**src/rtl/sram_rr_arbiter_pkg.sv**
```systemverilog
// Shared SoC definitions: arbiter FSM states, byte-enable width and default master count.
package soc_pkg;

    localparam int DEFAULT_N_MASTERS  = 4;
    localparam int DEFAULT_DATA_WIDTH = 32;
    localparam int BE_WIDTH           = DEFAULT_DATA_WIDTH / 8;

    typedef enum logic [1:0] {
        IDLE  = 2'd0,
        ISSUE = 2'd1,
        RESP  = 2'd2
    } arb_state_e;

endpackage

```
**src/rtl/sram_rr_arbiter_rr_pick.sv**
```systemverilog
// Combinational round-robin picker: the lowest requesting index at or above ptr wins,
// otherwise the lowest requesting index below ptr.
module rr_pick #(
    parameter  int N  = 4,
    localparam int IW = $clog2(N)
) (
    input  logic [N-1:0]  req,
    input  logic [IW-1:0] ptr,
    output logic [IW-1:0] winner,
    output logic          found
);

    always_comb begin
        winner = '0;
        found  = 1'b0;
        // Wrapped-around half first so the at-or-above-ptr half overrides it.
        for (int i = N - 1; i >= 0; i--) begin
            if (req[i] && (IW'(i) < ptr)) begin
                winner = IW'(i);
                found  = 1'b1;
            end
        end
        for (int i = N - 1; i >= 0; i--) begin
            if (req[i] && (IW'(i) >= ptr)) begin
                winner = IW'(i);
                found  = 1'b1;
            end
        end
    end

endmodule

```
**src/rtl/sram_rr_arbiter.sv**
```systemverilog
// Round-robin arbiter sharing one req/gnt/rvalid slave port among N_MASTERS cores,
// one outstanding transaction, responses routed back to the issuing master.
module sram_rr_arbiter
    import soc_pkg::*;
#(
    parameter  int N_MASTERS  = DEFAULT_N_MASTERS,
    parameter  int DATA_WIDTH = 32,
    parameter  int ADDR_WIDTH = 32,
    localparam int IDX_BITS   = $clog2(N_MASTERS)
) (
    input  logic                                  clk,
    input  logic                                  resetn,
    input  logic [N_MASTERS-1:0]                  m_req_i,
    input  logic [N_MASTERS-1:0]                  m_we_i,
    input  logic [N_MASTERS-1:0][BE_WIDTH-1:0]    m_be_i,
    input  logic [N_MASTERS-1:0][ADDR_WIDTH-1:0]  m_addr_i,
    input  logic [N_MASTERS-1:0][DATA_WIDTH-1:0]  m_wdata_i,
    output logic [N_MASTERS-1:0]                  m_gnt_o,
    output logic [N_MASTERS-1:0]                  m_rvalid_o,
    output logic [N_MASTERS-1:0][DATA_WIDTH-1:0]  m_rdata_o,
    output logic                                  s_req_o,
    output logic                                  s_we_o,
    output logic [BE_WIDTH-1:0]                   s_be_o,
    output logic [ADDR_WIDTH-1:0]                 s_addr_o,
    output logic [DATA_WIDTH-1:0]                 s_wdata_o,
    input  logic                                  s_gnt_i,
    input  logic                                  s_rvalid_i,
    input  logic [DATA_WIDTH-1:0]                 s_rdata_i,
    output logic [IDX_BITS-1:0]                   owner_o
);

    arb_state_e                                  state;
    logic [IDX_BITS-1:0]                         owner, rr_ptr, ptr_nxt;
    logic [IDX_BITS-1:0]                         pick_idx, pick_ptr;
    logic [N_MASTERS-1:0]                        pick_req, owner_oh;
    logic                                        pick_found;
    logic [N_MASTERS-1:0][DATA_WIDTH-1:0]        rdata_q;

    always_comb begin
        ptr_nxt = (owner == IDX_BITS'(N_MASTERS - 1)) ? '0 : owner + 1'b1;
    end

    // In RESP the owner's request is stale (it cannot re-request before rvalid),
    // so it is masked and the search starts just past the owner.
    assign pick_req = (state == RESP) ? (m_req_i & ~owner_oh) : m_req_i;
    assign pick_ptr = (state == RESP) ? ptr_nxt : rr_ptr;

    rr_pick #(.N(N_MASTERS)) u_pick (
        .req    (pick_req),
        .ptr    (pick_ptr),
        .winner (pick_idx),
        .found  (pick_found)
    );

    always_ff @(posedge clk or negedge resetn) begin
        if (!resetn) begin
            state     <= IDLE;
            rr_ptr    <= '0;
            owner     <= '0;
            s_we_o    <= 1'b0;
            s_be_o    <= '0;
            s_addr_o  <= '0;
            s_wdata_o <= '0;
        end else begin
            case (state)
                IDLE: begin
                    if (pick_found) begin
                        owner     <= pick_idx;
                        s_we_o    <= m_we_i[pick_idx];
                        s_be_o    <= m_be_i[pick_idx];
                        s_addr_o  <= m_addr_i[pick_idx];
                        s_wdata_o <= m_wdata_i[pick_idx];
                        state     <= ISSUE;
                    end
                end
                ISSUE: begin
                    if (s_gnt_i) state <= RESP;
                end
                RESP: begin
                    if (s_rvalid_i) begin
                        rr_ptr <= ptr_nxt;
                        if (pick_found) begin
                            owner     <= pick_idx;
                            s_we_o    <= m_we_i[pick_idx];
                            s_be_o    <= m_be_i[pick_idx];
                            s_addr_o  <= m_addr_i[pick_idx];
                            s_wdata_o <= m_wdata_i[pick_idx];
                            state     <= ISSUE;
                        end else begin
                            state <= IDLE;
                        end
                    end
                end
                default: state <= IDLE;
            endcase
        end
    end

    always_ff @(posedge clk or negedge resetn) begin
        if (!resetn) begin
            rdata_q <= '0;
        end else begin
            for (int i = 0; i < N_MASTERS; i++)
                if (m_rvalid_o[i]) rdata_q[i] <= s_rdata_i;
        end
    end

    assign s_req_o = (state == ISSUE);
    assign owner_o = owner;

    for (genvar i = 0; i < N_MASTERS; i++) begin : g_master
        assign owner_oh[i]   = (owner == IDX_BITS'(i));
        assign m_gnt_o[i]    = (state == ISSUE) & s_gnt_i & owner_oh[i];
        assign m_rvalid_o[i] = (state == RESP) & s_rvalid_i & owner_oh[i];
        // Live pass-through on the response cycle, last delivered word otherwise.
        assign m_rdata_o[i]  = m_rvalid_o[i] ? s_rdata_i : rdata_q[i];
    end

endmodule

```
**config.mk**
```make
export PLATFORM = sky130hd
export DESIGN_NAME = sram_rr_arbiter
export DESIGN_NICKNAME = d
export VERILOG_FILES = /design/src/rtl/sram_rr_arbiter_pkg.sv /design/src/rtl/sram_rr_arbiter_rr_pick.sv /design/src/rtl/sram_rr_arbiter.sv
export SDC_FILE = /design/constraint.sdc
export NUM_CORES = 1
export LEC_CHECK = 0
export ABC_AREA = 1
export CORE_AREA = 4 4 200 202
export CTS_CLUSTER_DIAMETER = 40
export CTS_CLUSTER_SIZE = 14
export DETAILED_ROUTE_END_ITERATION = 6
export DIE_AREA = 0 0 204 206
export DONT_BUFFER_PORTS = 1
export GPL_ROUTABILITY_DRIVEN = 1
export PLACE_DENSITY = 0.46
export SETUP_SLACK_MARGIN = 0.5
export SYNTH_ARGS = -nofsm -noshare
export SYNTH_HDL_FRONTEND = slang
export SYNTH_SLANG_ARGS = --single-unit
```
**constraint.sdc**
```tcl
create_clock -name clk -period 1.75 [get_ports clk]
set_input_delay 0.175 -clock clk [delete_from_list [all_inputs] [get_ports clk]]
set_output_delay 0.175 -clock clk [all_outputs]
set_load 0.005 [all_outputs]
```
==> metrics.yaml, run 1 <==
global_route:
  grt_max_degree: 204
  track_usage_pct: 24.1
  overflow: 0
  grt_pass1_wl_mm: 78.3
  grt_pass1_vias: 13200
  antenna_found_initial: 5
cts:
  cts.sinks: 203
  insertion_delay_ns: 0.57
  cts.clk_slew.worst_paths_ns: 0.05
  clock-root-buffer: "clkbuf_16"
  hold_buffers: 277
  htreeDepth: 2
  tritoncts: "done"
  clk_path_buf_depth: 3
  numCtsBuffers: 40
worst_setup_path:
  r2r_slack_ns: -0.92
  required_ns: 2.17
  crit_buf_inv: 6
  crit_slowest_cell: "dfrtp_2"
  crit_chain: "ha_2, inv_2, buf_6, nand2_4, o21ai_4, nand2_4, nand2_4, buf_6, nand2_4, nor2_4, nor2_4, nor2_4, buf_12, buf_6, buf_6, nand2_1, nor2_1, nor2_1"
  reg2reg_depth: 18
  slowest_delay_ns: 0.44
  end_kind: "flip-flop"
  start_kind: "flip-flop"
  path_delay_family: "simple AND/OR/NAND/NOR gates"
  r2r_start: "owner_o[0]$_DFFE_PN0P_"
  crit_type: "reg2reg"
  arrival_ns: 3.09
  critical_path.max_fanout: 5
  critical_path.startpoint: "owner_o[0]$_DFFE_PN0P_"
  reg2reg_to: "s_addr_o[6]$_DFFE_PN0P_"
finish:
  final_core_util_pct: 55.8
  drive_gt1_share_pct: 42.8
  layout.nets: 2227
  areaGrowthSynthToFinish_pct: 108
  fillers: 3044
placed_design:
  hpwl_mm: 29.7
  port_buffers: 0
  dp_slack_ns: -0.553
  place_congestion: 0.870
floorplanning:
  die-width_um: 204
  fp.dieH_um: 206
  io_pins: 524
  rows: 72
  start_util_pct: 26.8
  die_area_um2: 42000
  core-area_um2: 38300
yosys:
  synthDistinctLibCells: 25
  synth_edf_count: 0
  syn-num-nets: 1682
  syn_area_um2: 10200
  yosysSeqAreaShare_pct: 49.6
  avgSynthCellArea_um2: 7.52
  syn_inst: 1362
  yosys_warnings: 0
  ys_dominant_reg_cell: "dfrtp_1"
  synth_seq_cells: 203
  async_reset_ff_share_pct: 100
job:
  cap_violations: 0
sta:
  fin_crit_sh_pct: 152
  rsz0062_at_grt: "true"
  max_freq_mhz: 375
  drv_slew: 0
  worstMarginPinSlew_ns: 0.421
  slew_headroom_pct: 71.9
  setup_tns_ns: -121.69
  skew_ns: 0.0269
  setup_viol: 232
  period_needed_ns: 2.67
  hold_ws_ns: -0.670
  final_hold_viol_count: 255
  fin_ws_ns: -0.916
route:
  met2_length_mm: 28.2
  routedWlPerCell_um: 24.1
  first_pass_iters: 6
  first_iter_violations: 948
  wl_met1_mm: 20.7
  highest_layer: "met5"
  vias_per_cell: 5.21
  antenna_left: 0
  met3_length_mm: 6.92
  vias: 12800
  routed_wl_mm: 59.3
  drc: 0
status:
  violations: "negative hold slack, negative setup slack"
  outcome: "finished, violations left"
power:
  p_leak_nw: 9.90
  p_int_mw: 24.3
  p_switching_mw: 17.1
  p_sw_share_pct: 41.2
  p_per_area_nw_per_um2: 1940
  p_seq_share_pct: 21.4
  pwr-share-comb_pct: 59.9
  p_total_mw: 41.4
  pwr-share-clk_pct: 18.7
  ir_worst_vdd_mv: 1.22
hold_path:
  min_path_type: "in2async"
## cell usage after synthesis, types with 3 or more instances
master    instances  area, um^2
or2_2            37         231
inv_2            10        37.5
nor2_1          126         473
o21ai_0         130         651
buf_2            27         135
inv_1            81         304
clkbuf_1         37         139
ha_1              4        50.1
nand3_1         239        1200
buf_6             9         101
nand2_2          14        87.6
nor2_4            3        33.8
dfrtp_1         203        5080
buf_4             7        52.6
buf_1             8        30.0
nand2_1         418        1570
## sequential cells by signal (all words and copies together), names as in the netlist
register,count
s_wdata_o,32
s_we_o,1
s_be_o,4
owner_o,2
s_addr_o,32
rr_ptr,2
state,2
rdata_q,128
## layout by cell type, fill, tap and decap left out, types with 3 or more instances in the layout
master         synthesis  final
clkinvlp_4             0      5
diode_2                0      5
clkbuf_16              0     58
inv_1                 81     76
buf_4                  7    121
o21ai_2                1     55
o21ai_1                1     25
nor2_1               126    109
buf_12                 0     62
nand2_1              418    271
nand2_2               14    101
nor2_2                 0      8
buf_8                  1      9
or2_2                 37     37
bufinv_16              0      3
nand3_1              239    141
clkinv_2               0      7
inv_2                 10      7
o21ai_4                0     51
buf_6                  9     66
nand3_4                0     20
nand2_4                0     59
inv_6                  0      5
buf_16                 0     35
dlygate4sd3_1          0    277
nor2_4                 3     12
clkbuf_8               0      4
nand3_2                1     79
clkbuf_1              37      3
dfrtp_1              203    201
clkinv_4               0      5
ha_4                   0      3
## final cells by class
type	instances	area [um^2]	share of cell area [%]
timing repair buffer	590	7250	34.0
multi-input combinational	979	6580	30.8
sequential	203	5080	23.8
clock buffer	47	1070	5.00
tap	518	648	3.03
inverter	91	397	1.86
clock inverter	24	292	1.36
timing repair inverter	2	25.0	0.117
antenna	5	12.5	0.0586
## per-stage QoR
stage / cells / cell area (um^2)
4_1_cts: 2409 / 19300
3_3_place_gp: 1953 / 12000
6_report: 2459 / 21400
2_1_floorplan: 1362 / 10400
3_5_place_dp: 1953 / 12000
5_1_grt: 2459 / 21400
## worst register-to-register path, stage by stage, from the launching register on
cell and delay (ns):
dfrtp_2 0.44, ha_2 0.20, inv_2 0.06, buf_6 0.10, nand2_4 0.06, o21ai_4 0.21
nand2_4 0.11, nand2_4 0.10, buf_6 0.11, nand2_4 0.05, nor2_4 0.10, nor2_4 0.06
nor2_4 0.15, buf_12 0.13, buf_6 0.09, buf_6 0.13, nand2_1 0.18, nor2_1 0.21
nor2_1 0.07
## what timing repair did
action	4_1_cts	5_1_grt
gates resized for setup	437	335
cloned	37	23
hold endpoints to repair	382	257
setup buffers	71	22
pin swaps	64	50
endpoints found under the setup margin	340	342
## how the worst max path moves through the flow
stage          depth (start not counted)                        to  slack [ns]
3_5_place_dp                          14        s_we_o$_DFFE_PN0P_       -0.55
2_1_floorplan                         15  s_addr_o[10]$_DFFE_PN0P_       -0.16
4_1_cts                               10            m_rdata_o[105]       -0.69
3_3_place_gp                          14        s_we_o$_DFFE_PN0P_       -0.53
6_report                              18   s_addr_o[6]$_DFFE_PN0P_       -0.92
5_1_grt                               18   s_addr_o[6]$_DFFE_PN0P_       -0.97
## metal layers
layer  up-vias  GRT usage, %
met4         2          13.0
met1      6104          26.7
met5         -             0
li1       5491             -
met2       912          39.4
met3       293          10.4
## power by group through the flow
stage,Sequential [mW],Clock (mW),Combinational [mW]
after floorplan,7.91,0,8.20
after CTS,8.48,7.86,20.7
after global placement,8.39,0,13.1
final,8.85,7.72,24.8
after detailed placement,8.42,0,13.3
after global routing,8.97,8.07,26.3
## logic make-up (layout without fill, tap and decap cells)
| logic type | count (synthesis) | count (layout) | synth area share, % |
|---|---|---|---|
| compound gates | 135 | 135 | 6.68 |
| flops | 203 | 203 | 49.6 |
| other cells | 0 | 5 | 0 |
| fa+ha+maj | 4 | 4 | 0.488 |
| simple gates | 840 | 840 | 35.3 |
| buf+inv | 180 | 754 | 7.95 |
(Power assumes the default switching activity.)
==> run 2: changes to the inputs <==
--- a/config.mk
+++ b/config.mk
@@ -13,8 +13,8 @@
 export DIE_AREA = 0 0 204 206
 export DONT_BUFFER_PORTS = 1
 export GPL_ROUTABILITY_DRIVEN = 1
-export PLACE_DENSITY = 0.46
-export SETUP_SLACK_MARGIN = 0.5
+export PLACE_DENSITY = 0.44
+export SETUP_SLACK_MARGIN = 0.4
 export SYNTH_ARGS = -nofsm -noshare
 export SYNTH_HDL_FRONTEND = slang
 export SYNTH_SLANG_ARGS = --single-unit
==> constraint.sdc (replaced) <==
create_clock -name clk -period 3.4 [get_ports clk]
set_input_delay 0.34 -clock clk [delete_from_list [all_inputs] [get_ports clk]]
set_output_delay 0.34 -clock clk [all_outputs]
set_load 0.005 [all_outputs]
==> run 2 against run 1 <==
Non-clock buffer count is 573 lower. The run ends with negative hold slack left. Cell count is 24% lower. Largest power group unchanged. Sequential power is 51% lower. Clock power is 54% lower. Utilization is 25 points lower. Power is 68% lower.
==> metrics.yaml, run 2 (same netlist as run 1, synthesis figures left out) <==
route:
  first_pass_iters: 5  # -1
  drc: 0  # unchanged
  routed_wl_mm: 38.2  # -36%
  routedWlPerCell_um: 20.4  # -16%
  first_iter_violations: 731  # -23%
  vias: 8921  # -30%
  vias_per_cell: 4.75  # -8.7%
  antenna_left: 0  # unchanged
status:
  outcome: "finished, violations left"
  violations: "negative hold slack"
worst_setup_path:
  arrival_ns: 2.56  # -0.53 ns
  r2r_slack_ns: 0.64  # +1.56 ns
  required_ns: 3.06  # +0.89 ns
  start_kind: "flip-flop"
  reg2reg_to: "s_wdata_o[0]$_DFFE_PN0P_"
  end_kind: "output pin"
  crit_type: "reg2out"
  r2r_start: "owner_o[0]$_DFFE_PN0P_"
  reg2reg_depth: 13  # -5
  critical_path.max_fanout: 45  # +40
global_route:
  antenna_found_initial: 3  # -2
  overflow: 0  # unchanged
  grt_max_degree: 204  # unchanged
  grt_pass1_wl_mm: 54.2  # -31%
  track_usage_pct: 16.7  # -7.4 points
  grt_pass1_vias: 8677  # -34%
sta:
  drv_slew: 0  # unchanged
  setup_viol: 0  # -100%
  period_needed_ns: 2.90
  final_hold_viol_count: 203  # -20%
  skew_ns: 0.0298  # +0.00295 ns
  fin_ws_ns: 0.500  # +1.42 ns
  max_freq_mhz: 345
  slew_headroom_pct: 37.7  # -34 points
  hold_ws_ns: -0.487  # +0.183 ns
  fin_crit_sh_pct: 85.3
  rsz0062_at_grt: "true"
  worstMarginPinSlew_ns: 0.934  # +0.513 ns
  setup_tns_ns: 0  # +121.69 ns
finish:
  layout.nets: 1649  # -26%
  areaGrowthSynthToFinish_pct: 15.7
  top_register: "rdata_q"
  final_cell_mix: "416 x nand2_1, 239 x nand3_1, 202 x dfrtp_1, 121 x nor2_1, 80 x inv_1"
  fin_area_um2: 11900  # -45%
  layout.cells.non_filler: 1877  # -24%
  reg_top3: "rdata_q: 128 flops, s_addr_o: 32 flops, s_wdata_o: 32 flops"
  seqCellArea_um2: 5080  # about the same
  drive_gt1_share_pct: 11.3  # -32 points
  final_common_cell: "nand2_1"
  multiInputGateArea_um2: 4400  # -33%
  largest_reg_flops: 128  # unchanged
  fillers: 4162  # +37%
  final_core_util_pct: 31.0  # -25 points
floorplanning:
  die_area_um2: 42000  # unchanged
  rows: 72  # unchanged
  die-width_um: 204  # unchanged
  start_util_pct: 26.8  # unchanged
  io_pins: 524  # unchanged
  fp.dieH_um: 206  # unchanged
  core-area_um2: 38300  # unchanged
cts:
  numCtsBuffers: 36  # -10%
  clk_path_buf_depth: 3  # unchanged
  hold_buffers: 2  # -99%
  insertion_delay_ns: 0.54  # -0.03 ns
  htreeDepth: 2  # unchanged
  cts.sinks: 203  # unchanged
  cts_setup_buffers: 0  # -100%
  cts.clk_slew.worst_paths_ns: 0.05  # about the same
  clock-root-buffer: "clkbuf_16"
  tritoncts: "done"
placed_design:
  place_congestion: 0.799  # -8.2%
  port_buffers: 0  # unchanged
  dp_slack_ns: 0.467  # +1.02 ns
  placed_area_um2: 10600  # -12%
  post-place-cells: 1806  # -7.5%
  hpwl_mm: 27.6  # -7.0%
power:
  ir_worst_vdd_mv: 0.498  # -59%
  p_per_area_nw_per_um2: 1100  # -43%
  p_leak_nw: 5.83  # -41%
hold_path:
  min_path_type: "in2async"
job:
  cap_violations: 0  # unchanged
-- run 2: cell types whose count changed in the layout (fill, tap and decap cells not counted), sizes merged --
cell | before | now
clkbuf | 66 | 47
bufbuf | 1 | 0
diode | 5 | 3
clkinvlp | 5 | 4
inv | 95 | 98
clkinv | 14 | 5
bufinv | 3 | 2
dlygate4sd3 | 277 | 2
buf | 293 | 15
nor2 | 129 | 130
-- run 2: area by class of cell --
cell class | instances | share of cell area (%)
sequential | 203 | 42.9
multi-input combinational | 980 | 37.1
clock buffer | 47 | 8.47
tap | 518 | 5.47
inverter | 91 | 2.93
clock inverter | 18 | 1.58
timing repair buffer | 17 | 1.50
antenna | 3 | 0.0633
-- run 2: critical path, cell delays in order, from the launching register on --
cell and delay [ns]:
dfrtp_2 0.48, inv_1 0.14, ha_1 0.21, nand3_1 0.15, nor2_2 0.28, inv_4 0.18
buf_12 0.21, o21ai_0 0.35
-- run 2: what timing repair did --
action / CTS / global route
endpoints found under the setup margin: 107 / 177
gates resized for setup: 53 / 35
endpoints found under the hold margin: 205 / 203
gates cloned: 0 / 1
pin swaps: 0 / 1
-- run 2: how the worst max path moves through the flow --
| stage | startpoint | slack (ns) | cells past startpoint | to |
|---|---|---|---|---|
| global route | state[0]$_DFFE_PN0P_ | 0.33 | 8 | m_rdata_o[124] |
| finish | owner_o[0]$_DFFE_PN0P_ | 0.50 | 7 | m_rdata_o[3] |
| global placement | owner_o[0]$_DFFE_PN0P_ | 0.51 | 6 | m_rdata_o[69] |
| CTS | owner_o[0]$_DFFE_PN0P_ | 0.39 | 6 | m_rdata_o[41] |
| floorplan | owner_o[0]$_DFFE_PN0P_ | 1.41 | 14 | s_addr_o[10]$_DFFE_PN0P_ |
| detailed placement | owner_o[0]$_DFFE_PN0P_ | 0.47 | 13 | s_wdata_o[3]$_DFFE_PN0P_ |
-- run 2: power breakdown --
part	switching, mW	total (mW)	internal [mW]
clock	1.28	3.54	2.26
sequential	0.665	4.32	3.65
combinational	3.63	5.20	1.58
-- run 2: metal layers --
layer	global-route usage, %	part of all wire, %
met1	19.5	39
met2	27.3	47
met3	7.50	11
met4	6.29	3.2
met5	0	0
-- run 2: metrics by stage --
step | hold slack (ns) | total power [mW]
6_report | -0.487 | 13.1
5_1_grt | -0.524 | 14.1
4_1_cts | -0.525 | 13.2
3_5_place_dp | 0.0507 | 9.55
3_3_place_gp | 0.0502 | 9.48
2_1_floorplan | 0.0444 | 8.13
==> run 3: changes to the inputs <==
--- a/config.mk
+++ b/config.mk
@@ -5,15 +5,14 @@
 export SDC_FILE = /design/constraint.sdc
 export NUM_CORES = 1
 export LEC_CHECK = 0
-export ABC_AREA = 1
-export CORE_AREA = 4 4 200 202
+export CORE_AREA = 4 4 202 204
 export CTS_CLUSTER_DIAMETER = 40
 export CTS_CLUSTER_SIZE = 14
 export DETAILED_ROUTE_END_ITERATION = 6
-export DIE_AREA = 0 0 204 206
+export DIE_AREA = 0 0 206 208
 export DONT_BUFFER_PORTS = 1
 export GPL_ROUTABILITY_DRIVEN = 1
-export PLACE_DENSITY = 0.44
+export PLACE_DENSITY = 0.43
 export SETUP_SLACK_MARGIN = 0.4
 export SYNTH_ARGS = -nofsm -noshare
 export SYNTH_HDL_FRONTEND = slang
==> run 3 against run 2 <==
The run still ends with negative hold slack left. Area after synthesis down 3.7%. Hold slack better by 0.0042 ns. Sequential share of layout area down 1.6 points. Critical endpoint is now s_wdata_o[1]$_DFFE_PN0P_.
==> metrics.yaml, run 3 <==
placed_design:
  port_buffers: 0  # unchanged
  hpwl_mm: 25.2  # -8.5%
  placed_area_um2: 10600  # -0.21%
  post-place-cells: 1295  # -28%
  place_congestion: 0.768  # -3.9%
sta:
  period_needed_ns: 2.88  # -0.0201 ns
  worstMarginPinSlew_ns: 0.735  # -0.199 ns
  slew_headroom_pct: 51.0  # +13 points
  rsz0062_at_grt: "false"
  max_freq_mhz: 347  # +0.70%
  skew_ns: 0.0138  # -0.0160 ns
  setup_viol: 0  # unchanged
  fin_crit_sh_pct: 84.7  # -0.59 points
  final_hold_viol_count: 203  # unchanged
  drv_slew: 0  # unchanged
  setup_tns_ns: 0  # unchanged
  hold_ws_ns: -0.483  # +0.00419 ns
yosys:
  synth.largest_area_cell: "dfrtp_1"
  syn-num-nets: 1127  # -33%
  synth_top_cells_by_count: "203 x dfrtp_1, 129 x mux2_2, 72 x and2_1"
  yosys_warnings: 0  # unchanged
  synthDistinctLibCells: 40  # +60%
  avgSynthCellArea_um2: 12.2  # +63%
  synth.area.top_cells: "dfrtp_1 51%, mux2_2 15%, mux2i_1 7.2%, a211oi_1 5.2%, a221oi_1 5.2%"
  ys_dominant_reg_cell: "dfrtp_1"
  yosysSeqAreaShare_pct: 51.5  # +1.9 points
  syn_area_um2: 9870  # -3.7%
  async_reset_ff_share_pct: 100  # unchanged
  synth_edf_count: 0  # unchanged
  synth_seq_cells: 203  # unchanged
  synth_top_family_by_area: "multiplexers"
  synth_xor_area_share_pct: 0  # unchanged
  synth_fa_ha_area_share_pct: 0.507  # +0.019 points
  yosysMostFrequentCell: "dfrtp_1"
  yosys.area_share.simple_pct: 8.68  # -27 points
  synthMuxAreaShare_pct: 21.9  # +22 points
  synth_compound_area_share_pct: 13.8  # +7.1 points
  syn_inst: 807  # -41%
  yosysTopAreaCellShare_pct: 51.5  # +1.9 points
route:
  routedWlPerCell_um: 25.7  # +26%
  first_iter_violations: 367  # -50%
  vias_per_cell: 4.99  # +5.1%
  drc: 0  # unchanged
  routed_wl_mm: 36.0  # -5.8%
  antenna_left: 0  # unchanged
  vias: 6997  # -22%
  first_pass_iters: 4  # -1
cts:
  tritoncts: "done"
  htreeDepth: 2  # unchanged
  insertion_delay_ns: 0.51  # -0.03 ns
  cts.sinks: 203  # unchanged
  cts.clk_slew.worst_paths_ns: 0.05  # about the same
  numCtsBuffers: 37  # +2.8%
  clock-root-buffer: "clkbuf_16"
  clk_path_buf_depth: 3  # unchanged
worst_setup_path:
  reg2reg_to: "s_wdata_o[1]$_DFFE_PN0P_"
  r2r_slack_ns: 0.52  # -0.12 ns
  end_kind: "flip-flop"
  r2r_start: "owner_o[0]$_DFFE_PN0P_"
  arrival_ns: 3.26  # +0.70 ns
  critical_path.max_fanout: 9  # -80%
  crit_type: "reg2reg"
  required_ns: 3.78  # +0.72 ns
  reg2reg_depth: 11  # -2
  start_kind: "flip-flop"
  critical_path.startpoint: "owner_o[0]$_DFFE_PN0P_"
power:
  p_leak_nw: 5.30  # -9.1%
  ir_worst_vdd_mv: 0.337  # -32%
  p_per_area_nw_per_um2: 1060  # -4.2%
  p_total_mw: 13.0  # -0.60%
floorplanning:
  core-area_um2: 39300  # +2.6%
  fp.dieH_um: 208  # +0.97%
  die-width_um: 206  # +0.98%
  io_pins: 524  # unchanged
  die_area_um2: 42800  # +2.0%
  rows: 73  # +1.4%
  start_util_pct: 25.1  # -1.6 points
global_route:
  overflow: 0  # unchanged
  track_usage_pct: 15.7  # -1.1 points
  grt_pass1_vias: 7613  # -12%
  grt_max_degree: 204  # unchanged
  antenna_found_initial: 2  # -1
  grt_pass1_wl_mm: 51.0  # -5.8%
finish:
  largest_reg_flops: 128  # unchanged
  final_cell_mix: "201 x dfrtp_1, 129 x mux2_2, 71 x and2_1, 71 x nor2_1, 69 x a211oi_1"
  layout.nets: 1169  # -29%
  final_common_cell: "dfrtp_1"
  n_antenna_cell: 0  # -3
  layout.cells.non_filler: 1401  # -25%
  drive_gt1_share_pct: 29.9  # +19 points
  areaGrowthSynthToFinish_pct: 24.6
  reg_top3: "rdata_q: 128 flops, s_addr_o: 32 flops, s_wdata_o: 32 flops"
  fin_area_um2: 12300  # +3.8%
  top_register: "rdata_q"
hold_path:
  min_path_type: "in2async"
status:
  violations: "negative hold slack"
  outcome: "finished, violations left"
job:
  cap_violations: 0  # unchanged
-- run 3: cell types whose count changed after synthesis, moves of 14 or more --
cell and delta:
nand2_2 -14, mux2i_1 +71, a221oi_1 +59, a211oi_1 +69, or2_2 -37, inv_1 -72, and2_1 +72, nand3_1 -239
nand2_1 -409, o21ai_0 -128, mux2_2 +129, nor2_1 -55
-- run 3: worst max-delay path by stage --
stage	endpoint	slack [ns]	cells past startpoint
detailed placement	s_wdata_o[11]$_DFFE_PN0P_	0.20	10
global route	s_wdata_o[13]$_DFFE_PN0P_	0.43	9
CTS	s_addr_o[19]$_DFFE_PN0P_	0.40	9
finish	s_wdata_o[1]$_DFFE_PN0P_	0.52	11
global placement	s_wdata_o[11]$_DFFE_PN0P_	0.25	8
floorplan	s_addr_o[12]$_DFFE_PN0P_	0.89	10
-- run 3: cells by family (layout without fill, tap and decap cells) --
logic type      count (synthesis)  after routing
flops                         203            203
buf+inv                        76            144
compound gates                157            158
fa+ha+maj                       4              4
mux                           200            200
simple gates                  167            167
-- run 3: final cells by class --
cell class | instances | area [um^2]
multi-input combinational | 529 | 4580
clock buffer | 46 | 1020
tap | 525 | 657
sequential | 203 | 5080
inverter | 9 | 33.8
fill | 4009 | 27000
timing repair buffer | 69 | 709
clock inverter | 20 | 221
-- run 3: critical path, stage by stage (launching register included) --
cell      delay (ns)
dfrtp_2         0.44
inv_1           0.08
ha_1            0.33
nand3b_1        0.14
a21boi_2        0.31
mux2i_2         0.28
buf_4           0.18
o211a_4         0.18
buf_12          0.15
buf_4           0.17
mux2i_1         0.34
a211oi_1        0.13
-- run 3: where the power goes --
| group | leakage [nW] | switching [mW] | internal, mW |
|---|---|---|---|
| registers | 2.49 | 0.688 | 3.58 |
| logic | 2.19 | 2.93 | 2.13 |
| clock network | 0.613 | 1.28 | 2.38 |
| total | 5.30 | 4.90 | 8.08 |
-- run 3: stage by stage --
stage               setup slack (ns)  hold WS [ns]  util [%]
floorplan                      0.894        0.0444         -
global placement               0.249        0.0495      26.9
detailed placement             0.203        0.0505      26.9
CTS                            0.396        -0.518      31.1
global route                   0.429        -0.521      31.3
finish                         0.520        -0.483      31.3
-- run 3: routing by layer --
metal | vias to the layer above | GRT usage, % | routed length, um
met2 | 395 | 26.7 | 17700
met4 | 0 | 5.39 | 1330
met3 | 65 | 5.86 | 3460
met5 | - | 0 | 0
li1 | 3102 | - | -
met1 | 3435 | 18.0 | 13500
-- run 3: repair_timing --
item                                    CTS  global route
endpoints found under the hold margin   318           204
endpoints found under the setup margin   47            69
pin swaps                                 1             0
hold buffers                             32             1
buffers inserted                          5             0
gates cloned                              1             1
resized for setup                         5            13
